[src/rtl/gf180mcu_rr_merge2.sv]
// Two-input round-robin stream merge with a registered output stage.
// S tags the held word with its source for a downstream mux2 select.
module gf180mcu_rr_merge2 #(
   parameter int WIDTH = 8
) (
   input  logic             CLK,
   input  logic             RN,
   input  logic [WIDTH-1:0] I0,
   input  logic             I0_VALID,
   output logic             I0_READY,
   input  logic [WIDTH-1:0] I1,
   input  logic             I1_VALID,
   output logic             I1_READY,
   output logic [WIDTH-1:0] Z,
   output logic             Z_VALID,
   input  logic             Z_READY,
   output logic             S
);

   logic load;
   logic last;
   logic pri0;
   logic pri1;
   logic g0;
   logic g1;

   // last == 1 means I1 went most recently, so I0 wins the next tie
   assign load = !Z_VALID || Z_READY;
   assign pri0 = !I1_VALID || last;
   assign pri1 = !I0_VALID || !last;
   assign g0   = I0_VALID && pri0;
   assign g1   = I1_VALID && pri1;

   assign I0_READY = RN && load && pri0;
   assign I1_READY = RN && load && pri1;

   always_ff @(posedge CLK or negedge RN) begin
      if (!RN) begin
         Z       <= '0;
         Z_VALID <= 1'b0;
         S       <= 1'b0;
         last    <= 1'b1;
      end else if (load) begin
         if (g0) begin
            Z       <= I0;
            S       <= 1'b0;
            last    <= 1'b0;
            Z_VALID <= 1'b1;
         end else if (g1) begin
            Z       <= I1;
            S       <= 1'b1;
            last    <= 1'b1;
            Z_VALID <= 1'b1;
         end else begin
            Z_VALID <= 1'b0;
         end
      end
   end

endmodule

[config.mk]
export PLATFORM = sky130hd
export DESIGN_NAME = gf180mcu_rr_merge2
export DESIGN_NICKNAME = d
export VERILOG_FILES = /design/src/rtl/gf180mcu_rr_merge2.sv
export SDC_FILE = /design/constraint.sdc
export NUM_CORES = 1
export LEC_CHECK = 0
export CORE_MARGIN = 3
export CORE_UTILIZATION = 25
export DETAILED_ROUTE_END_ITERATION = 16
export PLACE_DENSITY_LB_ADDON = 0.2
export SETUP_SLACK_MARGIN = 0.2
export SYNTH_ARGS = -nofsm -noshare
export SYNTH_HDL_FRONTEND = slang
export SYNTH_SLANG_ARGS = --single-unit
[constraint.sdc]
create_clock -name CLK -period 1.6 [get_ports CLK]
set_input_delay 0.32 -clock CLK [delete_from_list [all_inputs] [get_ports CLK]]
set_output_delay 0.32 -clock CLK [all_outputs]
set_load 0.1 [all_outputs]
Word level (Yosys, flattened, before mapping)
Cells that the tools add are included.

operators by class
  muxes and demuxes = 6
  reduce and logical (&&, ||, !) cells = 14

operators by type and width
  operator             count
  $mux W8              2
  $logic_and A1 B1 Y1  5
  $logic_not A1 Y1     4
  $mux W1              4
  $logic_or A1 B1 Y1   3
  $reduce_and A2 Y1    1
  $reduce_bool A2 Y1   1

storage, ports and cells
  flip-flop bits (word level) = 11
  input bits = 21
  output and inout port bits = 12
  logic and storage cells = 24

Longest topological paths before layout
  depth in word-level cells = 5
  gate-level depth with buffers = 5
  mapped depth without buffers = 3

Least setup slack after synthesis
OpenSTA, ideal clock, no wires.

  path type = flip-flop to output port
  start point = register Z_VALID
  end point = output port I1_READY
  data arrival time = 2.837 ns
  required time = 1.280 ns
  path slack = -1.557 ns
  stages on the path, launching flop included = 5
  path buffers = 1
  cells stage by stage = dfrtp_1 -> nand2b_1 -> clkbuf_1 -> nand2_1 -> a21oi_1

on the way
  cells in the longest elaborated chain, start to end = 4

RTL lines
  element                            line  text
  from (decl)                        15    output logic Z_VALID,
  from (signal assigned)             40    Z_VALID <= 1'b0;
  from (signal assigned)             48    Z_VALID <= 1'b1;
  from (signal assigned)             53    Z_VALID <= 1'b1;
  $logic_not A1 Y1                   28    assign load = !Z_VALID || Z_READY;
  $logic_or A1 B1 Y1                 28
  $logic_and A1 B1 Y1 (2 in series)  35    assign I1_READY = RN && load && pri1;
  to (decl)                          13    output logic I1_READY,

No other way between the ends.

Worst setup path after layout
Same ends and word-level chain as after synthesis.

==> metrics.txt <==
core area 2040 sq um; max-slew violation count 0; Worst R2R Start last; Num CTS Buffers 3; final wirelength 1650 um; Worst Reg2Reg Path Length in Cells 3; critical path type reg2out; Crit. End Element output pin; P_sw about 0.00055 W; syn_area_per_cell 9.15 sq um; global placement routability congestion about 0.75; DP HPWL 1250 um; largest net degree at the start of global routing 12; Synth Register Bits 11; grt met2 use 0.190; switch share 0.447; final instance area roughly 1100 sq um; Hold Buf Count CTS 0; Post-synth top cells dfrtp_1, a21oi_1, nand3_1, a31oi_1, o21ai_0; final net count 122; Worst slew margin 0.802; first-pass GRT wire length approximately 2700 um; Pwr per Cell Area roughly 1100 nW/um^2; outcome complete, no violations; GR Util All Layers 0.132; Die Ht 53.2 um; clock share of power 0.149; EDFF count, synth 0; Seq/Total Area, Yosys 0.496; Fin. Hold Viols 0; total power between 0.001 and 0.0015 W; Cell Area, Synth 558 sq um; Synth Area in XOR/XNOR 0; Sink Count 11; Syn Inst Count slightly above 60; crit-path max FO 2; Yosys cell types 17; P_int a little under 0.0007 W; clock-pin slew on the worst setup and hold paths around 0.07 ns; Comb power frac 0.550; most common cell in the netlist dfrtp_1; Die Footprint about 2800 sq um; multi-input logic area around 290 sq um; Final Cycle Share 0.967; drt pass-1 iters 4; top post-synthesis cells by area dfrtp_1, a31oi_1, a21oi_1, nand3_1, o21ai_0; 1st-iter DRT viols 9; unrepaired setup endpoints after global routing yes; dpl cell area about 1100 sq um; post-synthesis simple-gate area fraction 0.168; Port Buffers 32; Top FF cell, synth dfrtp_1; n_diodes 0; Die Width around 53 um; syn_nets just over 80; # IOs 33; HP Class in2async; Yosys warnings 0; CTS root buffer clkbuf_4; wire per inst around 13 um; Area growth, synth to finish 102%; Synth top area share 0.448; register area ~280 sq um; final setup skew 0.00107 ns; min Tclk post-route approximately 1.5 ns; combinational family with the most area after synthesis compound AO/OA/AOI/OAI gates; maximum vdd ir drop around 0.00063 V; # DRC 0; layout cell share with drive strength beyond 1 0.310; Seq pwr share 0.301; worst-margin pin slew just under 0.3 ns; mux contribution to synthesized area 0; vias per cell slightly below 5; vias in the first global route around 600; Initial Util 0.273; Worst R2R Setup Slack ~0.33 ns; vias just over 600; Req. time, crit path about 1.3 ns; async set or reset register ratio after synthesis 1.00; most used routing layer met2; gr ovfl total 0; Leak ~0.48 nW; Max Freq around 0.65 GHz; H-tree levels 1; Skew-Pair Late Insertion Delay between 0.2 and 0.3 ns; GRT met3 Usage 0.0451; top cell type by total area after synthesis dfrtp_1; post-synthesis compound-gate area fraction 0.269; type of origin of the critical path register; CTS tree done; Final setup viols 0; post-synthesis adder-cell area fraction 0; ANT nets after route 0; RR Endpoint Z[0]; initial antenna violation count 0; Rows 16; Clock Path Buffers 2; max-cap violations 0; Fill cells 200; GR Util met1 0.185; CP arrival between 1 and 1.5 ns
timing repair:
action | in CTS | in global routing
pin swaps | 0 | 0
gates resized for setup | 5 | 1
setup buffers | 2 | 0
endpoints found under the setup margin | 2 | 9
registers in the layout (all words and copies together) (netlist names):
| name | count |
|---|---|
| Z_VALID | 1 |
| last | 1 |
| S | 1 |
| Z | 8 |
through the flow:
step,std cells,TNS [ns],hold WS [ns],utilization,worst slack [ns]
detailed placement,121,-0.186,0.546,0.529,-0.0402
finish,127,0,0.190,0.553,0.0534
CTS,127,0,0.196,0.551,0.0390
global route,127,0,0.210,0.553,0.00647
floorplan,61,-0.354,0.0244,-,-0.211
global placement,121,-0.0426,0.539,0.529,-0.0311
how the worst max path moves through the flow:
stage / startpoint / endpoint / slack [ns] / cells past startpoint
2_1_floorplan: Z_VALID / I1_READY / -0.21 / 4
3_3_place_gp: Z_READY / I1_READY / -0.03 / 5
3_5_place_dp: I0_VALID / Z[6] / -0.04 / 5
4_1_cts: Z_VALID / I1_READY / 0.04 / 4
5_1_grt: Z_VALID / I1_READY / 0.006 / 4
6_report: Z_VALID / I1_READY / 0.05 / 4
routing by layer:
layer / vias to the layer above / wire [um]
li1: 298 / -
met1: 295 / 703
met2: 26 / 785
met3: 2 / 149
met4: 0 / 10
met5: - / 0
area by class of cell:
class | instances | share of cell area
multi-input combinational | 44 | 0.253
clock buffer | 4 | 0.0233
timing repair buffer | 40 | 0.442
inverter | 1 | 0.00333
sequential | 11 | 0.248
tap | 27 | 0.0299
worst max-delay path, stage by stage (launching register included):
cell,delay [ns]
dfrtp_4,0.49
nand2b_4,0.10
nand2_4,0.07
a21oi_4,0.13
buf_12,0.18
kinds of logic after synthesis:
group / after synthesis
and+or+nand+nor: 17
buffers and inverters: 6
AOI/OAI and AO/OA: 27
DFF: 11
placed cells by master (no fill, tap or decap), drive strengths merged:
master and n:
nor2b 1, inv 1, buf 20, clkdlybuf4s50 16, dfstp 1, dlygate4sd2 3
a31oi 8, dlymetal6s2s 1, and2 1, dfrtp 10, or2 1, nand2b 2
nand3 9, clkbuf 4, o21ai 8, nand2 1, or2b 1, a21oi 9
nor2 1, o21a 2
power by group through the flow:
stage / Combinational, W / Clock, W / Sequential [W]
final: 0.000677 / 0.000183 / 0.000371
after global routing: 0.000702 / 0.000201 / 0.000378
after CTS: 0.000681 / 0.000188 / 0.000372
after detailed placement: 0.000670 / 0 / 0.000377
after global placement: 0.000667 / 0 / 0.000377
after floorplan: 0.000132 / 0 / 0.000632
(Power assumes the default switching activity.)
